$ cat config.mk
export PLATFORM = sky130hd
export DESIGN_NAME = snax_tcdm_arbiter_flat
export DESIGN_NICKNAME = d
export VERILOG_FILES = /design/src/rtl/snax_tcdm_arbiter_if.sv /design/src/rtl/snax_tcdm_arbiter.sv /design/src/flat_wrapper.sv
export SDC_FILE = /design/constraint.sdc
export NUM_CORES = 1
export LEC_CHECK = 0
export ABC_AREA = 1
export BUFFER_PORTS_ARGS = -buffer_cell sky130_fd_sc_hd__buf_2
export CAP_MARGIN = 30
export CORE_AREA = 2 2 322 324
export CTS_BUF_LIST = sky130_fd_sc_hd__clkbuf_8
export DETAILED_ROUTE_END_ITERATION = 7
export DIE_AREA = 0 0 324 326
export SYNTH_ARGS = -nofsm -noshare
export SYNTH_HDL_FRONTEND = slang
export SYNTH_SLANG_ARGS = --single-unit
$ cat constraint.sdc
create_clock -name clk_i -period 3.1 [get_ports clk_i]
set_clock_uncertainty 0.15 [all_clocks]
set_input_delay 0.62 -clock clk_i [delete_from_list [all_inputs] [get_ports clk_i]]
set_output_delay 0.62 -clock clk_i [all_outputs]
set_load 0.05 [all_outputs]
$ cat src/rtl/snax_tcdm_arbiter_if.sv
// Requester-side and memory-side TCDM signals around the round-robin arbiter.
// The slave modport is the arbiter's view; master is the requesters plus memory.
interface snax_tcdm_arbiter_if #(
  parameter int NumPorts  = 4,
  parameter int AddrWidth = 32,
  parameter int DataWidth = 64
);
  logic [NumPorts-1:0]           in_valid_i;
  logic [NumPorts-1:0]           in_ready_o;
  logic [NumPorts*AddrWidth-1:0] in_addr_i;
  logic [NumPorts-1:0]           in_write_i;
  logic [NumPorts*DataWidth-1:0] in_wdata_i;
  logic [NumPorts-1:0]           in_rvalid_o;
  logic [NumPorts*DataWidth-1:0] in_rdata_o;
  logic                          out_valid_o;
  logic                          out_ready_i;
  logic [AddrWidth-1:0]          out_addr_o;
  logic                          out_write_o;
  logic [DataWidth-1:0]          out_wdata_o;
  logic                          out_rvalid_i;
  logic [DataWidth-1:0]          out_rdata_i;
  logic                          err_o;

  modport slave (
    input  in_valid_i, in_addr_i, in_write_i, in_wdata_i,
    input  out_ready_i, out_rvalid_i, out_rdata_i,
    output in_ready_o, in_rvalid_o, in_rdata_o,
    output out_valid_o, out_addr_o, out_write_o, out_wdata_o, err_o
  );

  modport master (
    output in_valid_i, in_addr_i, in_write_i, in_wdata_i,
    output out_ready_i, out_rvalid_i, out_rdata_i,
    input  in_ready_o, in_rvalid_o, in_rdata_o,
    input  out_valid_o, out_addr_o, out_write_o, out_wdata_o, err_o
  );
endinterface

$ cat src/rtl/snax_tcdm_arbiter.sv
// N-to-1 round-robin TCDM request arbiter; responses are routed back to the issuer
// through a fixed-latency tag pipeline, with a sticky error on response/tag mismatch.
module snax_tcdm_arbiter #(
  parameter int NumPorts   = 4,
  parameter int AddrWidth  = 32,
  parameter int DataWidth  = 64,
  parameter int RspLatency = 1
) (
  input logic                clk_i,
  input logic                rst_i,
  snax_tcdm_arbiter_if.slave bus
);
  localparam int PtrW = (NumPorts > 1) ? $clog2(NumPorts) : 1;

  logic [PtrW-1:0]       rr_ptr_q, rr_ptr_d;
  logic [RspLatency-1:0] tag_valid_q, tag_valid_d;
  logic [PtrW-1:0]       tag_id_q [RspLatency];
  logic [PtrW-1:0]       tag_id_d [RspLatency];
  logic                  err_q, err_d;

  logic [PtrW-1:0] cand;
  logic [PtrW-1:0] grant;
  logic            grant_valid;
  logic            fire;
  logic            tail_valid;
  logic [PtrW-1:0] tail_id;

  // Scan from the highest offset down so the last hit is the first port at or after rr_ptr.
  always_comb begin
    grant       = '0;
    grant_valid = 1'b0;
    cand        = '0;
    for (int i = NumPorts - 1; i >= 0; i--) begin
      cand = PtrW'((int'(rr_ptr_q) + i) % NumPorts);
      if (bus.in_valid_i[cand]) begin
        grant       = cand;
        grant_valid = 1'b1;
      end
    end
  end

  assign fire = grant_valid & bus.out_ready_i;

  always_comb begin
    bus.out_valid_o = grant_valid;
    bus.out_addr_o  = '0;
    bus.out_write_o = 1'b0;
    bus.out_wdata_o = '0;
    bus.in_ready_o  = '0;
    if (grant_valid) begin
      bus.out_addr_o        = bus.in_addr_i[grant*AddrWidth +: AddrWidth];
      bus.out_write_o       = bus.in_write_i[grant];
      bus.out_wdata_o       = bus.in_wdata_i[grant*DataWidth +: DataWidth];
      bus.in_ready_o[grant] = bus.out_ready_i;
    end
  end

  always_comb begin
    rr_ptr_d = rr_ptr_q;
    if (fire) begin
      rr_ptr_d = (grant == PtrW'(NumPorts - 1)) ? '0 : grant + 1'b1;
    end
  end

  // Tag pipeline: stage 0 captures this cycle's fire, the tail lines up with p_valid.
  always_comb begin
    tag_valid_d    = '0;
    tag_id_d       = '{default: '0};
    tag_valid_d[0] = fire;
    tag_id_d[0]    = grant;
    for (int k = 1; k < RspLatency; k++) begin
      tag_valid_d[k] = tag_valid_q[k-1];
      tag_id_d[k]    = tag_id_q[k-1];
    end
  end

  assign tail_valid = tag_valid_q[RspLatency-1];
  assign tail_id    = tag_id_q[RspLatency-1];

  always_comb begin
    bus.in_rvalid_o = '0;
    if (bus.out_rvalid_i && tail_valid) begin
      bus.in_rvalid_o[tail_id] = 1'b1;
    end
    err_d = err_q | (bus.out_rvalid_i ^ tail_valid);
  end

  assign bus.err_o = err_q;

  for (genvar gi = 0; gi < NumPorts; gi++) begin : g_rdata
    assign bus.in_rdata_o[gi*DataWidth +: DataWidth] = bus.out_rdata_i;
  end

  always_ff @(posedge clk_i or posedge rst_i) begin
    if (rst_i) begin
      rr_ptr_q    <= '0;
      tag_valid_q <= '0;
      tag_id_q    <= '{default: '0};
      err_q       <= 1'b0;
    end else begin
      rr_ptr_q    <= rr_ptr_d;
      tag_valid_q <= tag_valid_d;
      tag_id_q    <= tag_id_d;
      err_q       <= err_d;
    end
  end
endmodule
$ cat src/flat_wrapper.sv
// flat-port wrapper written by rule: the top's interface ports become plain ports
module snax_tcdm_arbiter_flat 
#(
  parameter int NumPorts   = 4,
  parameter int AddrWidth  = 32,
  parameter int DataWidth  = 64,
  parameter int RspLatency = 1
)
  (clk_i, rst_i, bus_in_valid_i, bus_in_addr_i, bus_in_write_i, bus_in_wdata_i, bus_out_ready_i, bus_out_rvalid_i, bus_out_rdata_i, bus_in_ready_o, bus_in_rvalid_o, bus_in_rdata_o, bus_out_valid_o, bus_out_addr_o, bus_out_write_o, bus_out_wdata_o, bus_err_o);
  snax_tcdm_arbiter_if #(.NumPorts(NumPorts), .AddrWidth(AddrWidth), .DataWidth(DataWidth)) bus_i ();
  input logic clk_i;
  input logic rst_i;
  input wire logic [$bits(bus_i.in_valid_i)-1:0] bus_in_valid_i;
  input wire logic [$bits(bus_i.in_addr_i)-1:0] bus_in_addr_i;
  input wire logic [$bits(bus_i.in_write_i)-1:0] bus_in_write_i;
  input wire logic [$bits(bus_i.in_wdata_i)-1:0] bus_in_wdata_i;
  input wire logic [$bits(bus_i.out_ready_i)-1:0] bus_out_ready_i;
  input wire logic [$bits(bus_i.out_rvalid_i)-1:0] bus_out_rvalid_i;
  input wire logic [$bits(bus_i.out_rdata_i)-1:0] bus_out_rdata_i;
  output wire logic [$bits(bus_i.in_ready_o)-1:0] bus_in_ready_o;
  output wire logic [$bits(bus_i.in_rvalid_o)-1:0] bus_in_rvalid_o;
  output wire logic [$bits(bus_i.in_rdata_o)-1:0] bus_in_rdata_o;
  output wire logic [$bits(bus_i.out_valid_o)-1:0] bus_out_valid_o;
  output wire logic [$bits(bus_i.out_addr_o)-1:0] bus_out_addr_o;
  output wire logic [$bits(bus_i.out_write_o)-1:0] bus_out_write_o;
  output wire logic [$bits(bus_i.out_wdata_o)-1:0] bus_out_wdata_o;
  output wire logic [$bits(bus_i.err_o)-1:0] bus_err_o;
  assign bus_i.in_valid_i = bus_in_valid_i;
  assign bus_i.in_addr_i = bus_in_addr_i;
  assign bus_i.in_write_i = bus_in_write_i;
  assign bus_i.in_wdata_i = bus_in_wdata_i;
  assign bus_i.out_ready_i = bus_out_ready_i;
  assign bus_i.out_rvalid_i = bus_out_rvalid_i;
  assign bus_i.out_rdata_i = bus_out_rdata_i;
  assign bus_in_ready_o = bus_i.in_ready_o;
  assign bus_in_rvalid_o = bus_i.in_rvalid_o;
  assign bus_in_rdata_o = bus_i.in_rdata_o;
  assign bus_out_valid_o = bus_i.out_valid_o;
  assign bus_out_addr_o = bus_i.out_addr_o;
  assign bus_out_write_o = bus_i.out_write_o;
  assign bus_out_wdata_o = bus_i.out_wdata_o;
  assign bus_err_o = bus_i.err_o;
  snax_tcdm_arbiter #(.NumPorts(NumPorts), .AddrWidth(AddrWidth), .DataWidth(DataWidth), .RspLatency(RspLatency)) u_core (.clk_i(clk_i), .rst_i(rst_i), .bus(bus_i));
endmodule
Word level (Yosys, flattened, before mapping)
Cells that the tools add are included.
- logic and storage cells: 54
- output and inout port bits: 363
- bits in registers: 6
- bitwise logic cells: 4
- order comparisons: 8
- equality and inequality tests: 1
- reductions and logical operators: 3
- shift operators: 2
- add/subtract/negate cells: 4
- mux-type cells: 28
- operators with widths (kind ; number):
    $shiftx 256x9->64 ; 1
    $shiftx 128x8->32 ; 1
    $mux 64 ; 1
    $mux 32 ; 1
    $lt 2x3->1 const B ; 6
    $mux 1 ; 12
    $bmux 1 s2 ; 5
    $mux 2 ; 5
    $mux 4 ; 2
    $add 2x1->2 const B ; 2
    $add 2x2->2 const B ; 2
    $and 4x4->4 ; 1
    $demux 1 s2 ; 2
    $ge 2x1->1 const B ; 2
    $logic_and 1x1->1 ; 3
    $eq 2x2->1 const B ; 1
    $and 1x1->1 ; 1
    $or 1x1->1 ; 1
    $xor 1x1->1 ; 1

Logic depth before layout (Yosys ltp)
- word-level depth: 13
- gate-level depth with buffers: 16
- mapped depth without buffers: 13

Worst setup path before layout
No wires, ideal clock.
- path type: input to output
- start point: input port bus_in_valid_i[1]
- end point: output port bus_in_ready_o[1]
- setup slack: -342 ps
- data arrival time: 2672 ps
- stages on the path: 13
- buffers on the path: 2
- path through: inv_1 > nand2_1 > nand3_1 > nand2_1 > inv_2 > nor2_1 > nor2_2 > nand2_4 > nand2_4 > buf_6 > buf_2 > inv_2 > nor3_1
- word-level cells in the longest chain between the ends: 12
- elaborated cells between the ends (all ways): 23
- those cells by class: order compare: 2; mux: 19; bitwise: 1; reduce/logical: 1
- ends and longest elaborated chain (what ; RTL line ; source):
    from (decl) ; flat_wrapper.sv:13 ; input wire logic [$bits(bus_i.in_valid_i)-1:0] bus_in_valid_i;
    $bmux 1 s2 ; snax_tcdm_arbiter.sv:35 ; if (bus.in_valid_i[cand]) begin
    $mux 1 (not written as such) ; snax_tcdm_arbiter.sv:35 ;
    $mux 2 (4 in a row) ; snax_tcdm_arbiter.sv:35 ;
    $lt 2x3->1 (not written as such) / $ge 2x1->1 (equally long branches) ; snax_tcdm_arbiter.sv:54 ; bus.in_ready_o[grant] = bus.out_ready_i;
    $logic_and 1x1->1 (not written as such) ; snax_tcdm_arbiter.sv:54 ;
    $mux 1 (not written as such) ; snax_tcdm_arbiter.sv:54 ;
    $demux 1 s2 ; - ;
    $and 4x4->4 (no line) ; - ;
    $mux 4 (*) ; snax_tcdm_arbiter.sv:50 ; if (grant_valid) begin
    to (decl) ; flat_wrapper.sv:20 ; output wire logic [$bits(bus_i.in_ready_o)-1:0] bus_in_ready_o;
Mark *: on every way between the ends. The rest lies on a longest branch, timed or not. The select of a mux whose other input is x is not followed.

Final worst setup path
- start point: register u_core.rr_ptr_q[0]
- end point: output port bus_out_wdata_o[55]
- word-level cells in the longest chain between the ends: 9
- elaborated cells between the ends (all ways): 21
- those cells by class: add/sub: 3; shift: 1; mux: 17
- ends and longest elaborated chain (what ; RTL line ; source):
    from (decl) ; snax_tcdm_arbiter.sv:15 ; logic [PtrW-1:0] rr_ptr_q, rr_ptr_d;
    from (signal assigned) ; snax_tcdm_arbiter.sv:101 ; rr_ptr_q <= rr_ptr_d;
    $add 2x2->2 ; snax_tcdm_arbiter.sv:34 ; cand = PtrW'((int'(rr_ptr_q) + i) % NumPorts);
    $bmux 1 s2 ; snax_tcdm_arbiter.sv:35 ;
    $mux 1 (not written as such) ; snax_tcdm_arbiter.sv:35 ;
    $mux 2 (4 in a row) ; snax_tcdm_arbiter.sv:35 ;
    $shiftx 256x9->64 ; snax_tcdm_arbiter.sv:53 ; bus.out_wdata_o = bus.in_wdata_i[grant*DataWidth +: DataWidth];
    $mux 64 (*) ; snax_tcdm_arbiter.sv:50 ;
    to (decl) ; flat_wrapper.sv:26 ; output wire logic [$bits(bus_i.out_wdata_o)-1:0] bus_out_wdata_o;
Marked as above.

==> impl_metrics.ini <==
[grt]
antenna_found_initial = 46
grt_max_degree = 58
grt_pass1_wl_um = 79900
grt_pass1_vias = 9754
grt-ovfl-total = 0
grt_usage = 0.1100

[clock_tree]
clk_pin_slew_ns = 0.05
cts_tree = done
insertion_delay_ns = 0.23
cts_buffers = 3
hold_buffers = 0
clock-root-buffer = clkbuf_8
clock-sinks = 6
h-tree-depth = 1
cts_buffer_depth = 2

[placed_design]
io_buffers = 502
placed_cells = 3042
place_area_um2 = 11590
dp_hpwl_um = 52340
place.gp.congestion = 0.8290
dp_worst_setup_slack_ns = -0.4415

[routing]
vias_per_cell = 3.324
drt_iter0_drc = 568
antenna_left = 0
drt-total-wl_um = 65530
num_vias = 10290
route.detailed.drc = 0
drt-wirelength-per-cell_um = 21.17
firstDrtPassIters = 5

[floorplanning]
rows = 118
io_pins = 823
initial_utilization = 0.07195
die_w_um = 324
core-area_um2 = 102600
dieArea_um2 = 105600
die_h_um = 326

[synthesis]
syn_inst = 1407
synthMuxAreaShare = 0
synth_top_family_by_area = buffers and inverters
synth_ff_type = dfrtp_1
synth-adder-area-share = 0.003389
ys_warn_count = 0
synth-edff-count = 0
synth_area_per_cell_um2 = 5.248
synth_most_common_cell = inv_1
synth-seq-cells = 6
synth-simple-area-share = 0.4299
yosysSeqAreaShare = 0.02034
yosys-top-cells-count = inv_1, nand3_1, buf_4
synth.distinct_cells = 21
synthXorXnorAreaFrac = 0
synth_top_area_share = 0.2623
netlist_area_um2 = 7383
synth.net_count = 1869
synth_area_leaders = buf_4, nand3_1, inv_1
yosysTopAreaCell = buf_4
synth_compound_area_frac = 0.06711
synthArstFlopShare = 1.000

[worst_setup_path]
critPathMaxFanout = 28
reg2regPathDepth = 15
arrival_ns = 2.64
start_kind = flip-flop
cp.required_ns = 2.33
crit_path_end_kind = output port
path_class = flip-flop to output port

[cells_and_area]
utilization = 0.1356
stdcell_area_um2 = 13910
syn_to_final_growth_pct = 88.46
finalNonFillerCells = 3095
nets = 2168
final_layout_size_suffix_gt1_frac = 0.5335

[timing]
maxSlewViolCount = 0
max_slew_margin = 0.6998
finalHoldViolations = 0
worstMarginPinSlew_ns = 0.4503
finalSetupViolCount = 101
fin_crit_sh = 1.100
period_minus_slack_ns = 3.410
max_freq_ghz = 0.2933
worst_slack_ns = -0.3098
grt_setup_unrepaired = yes

[job]
cap_violations = 0

[run_status]
violations = setup timing
status = finished with violations

[min_path]
hp-class = input pin to asynchronous set/reset pin
## registers in the layout (all words and copies together), names as in the netlist
| name | count |
|---|---|
| u_core.rr_ptr_q | 2 |
| u_core.tag_id_q | 2 |
| u_core.bus.err_o | 1 |
| u_core.tag_valid_q | 1 |
## per-layer routing
layer | vias to the layer above | track usage | part of all wire
met4 | 46 | 0.02385 | 0.034
met2 | 748 | 0.1774 | 0.44
met1 | 4643 | 0.1270 | 0.40
met3 | 156 | 0.05981 | 0.13
met5 | - | 0 | 0.0043
li1 | 4695 | - | -
## path summary, 6_finish.rpt
kind,start,slack (ns),end
worst max-delay path,u_core.rr_ptr_q[0],-0.31,bus_out_wdata_o[55]
worst min-delay path,rst_i,0.17,u_core.rr_ptr_q[1]
worst max register to register,u_core.rr_ptr_q[0],0.52,u_core.rr_ptr_q[1]
worst min register to register,u_core.bus.err_o,0.35,u_core.bus.err_o
max in group asynchronous,rst_i,2.39,u_core.rr_ptr_q[0]
min in group clk_i,u_core.bus.err_o,0.35,u_core.bus.err_o
## cell usage in the layout, fill, tap and decap left out, types with 7 or more instances in the layout
| master | Yosys | layout |
|---|---|---|
| buf_2 | 60 | 400 |
| inv_1 | 303 | 303 |
| nand3_1 | 297 | 211 |
| nand2_1 | 226 | 163 |
| nand3b_1 | 97 | 97 |
| buf_12 | 0 | 90 |
| buf_4 | 258 | 73 |
| nand3_2 | 0 | 72 |
| a21oi_2 | 0 | 59 |
| buf_6 | 2 | 49 |
| nand2_2 | 3 | 42 |
| a21oi_4 | 0 | 31 |
| nand2_4 | 2 | 23 |
| nand3_4 | 0 | 14 |
| buf_16 | 0 | 13 |
| diode_2 | 0 | 11 |
| buf_8 | 0 | 8 |
| a21oi_1 | 97 | 7 |
| clkbuf_16 | 0 | 7 |
## kinds of logic (layout without fill, tap and decap cells)
| family | Yosys count | in the layout |
|---|---|---|
| and+or+nand+nor | 640 | 641 |
| adders and majority gates | 2 | 2 |
| DFF | 6 | 6 |
| AOI/OAI and AO/OA | 99 | 99 |
| other | 0 | 11 |
| buffers and inverters | 660 | 956 |
## stage by stage
step | hold WS, ns | TNS, ns
2_1_floorplan | 0.2610 | -3.142
6_report | 0.1696 | -19.68
3_5_place_dp | 0.3310 | -28.70
5_1_grt | 0.2003 | -33.66
3_3_place_gp | 0.3192 | -35.26
4_1_cts | 0.1851 | -20.70
## worst max-delay path, cell delays in order (launching register included)
cell and delay, ns:
dfrtp_2 0.46, inv_4 0.12, nand2_1 0.07, nand2_2 0.10
buf_4 0.11, nand2_2 0.04, nand2_2 0.09, nor2_4 0.04
nor2_4 0.13, nand2_8 0.12, buf_12 0.19, buf_4 0.17
nand3_1 0.06, nand3_1 0.17, a21oi_2 0.30, buf_12 0.18
## timing repair
action | CTS | global route
endpoints found under the setup margin | 101 | 101
buffers inserted | 15 | 8
cloned | 8 | 9
hold endpoints to repair | 0 | 0
pin swaps | 41 | 35
resized for setup | 235 | 143
## final cells by class
| cell class | instances | area [um2] |
|---|---|---|
| repair buffers | 643 | 5604 |
| clock buffers | 3 | 41.29 |
| flip-flops and latches | 6 | 152.6 |
| well taps | 1380 | 1727 |
| fillers | 11820 | 88700 |
| multi-input cells | 742 | 5179 |
| inverters | 310 | 1184 |
| diodes | 11 | 27.53 |
Power is not shown: default switching activity piles up to over one toggle a cycle in this logic, so the estimate is an artifact.
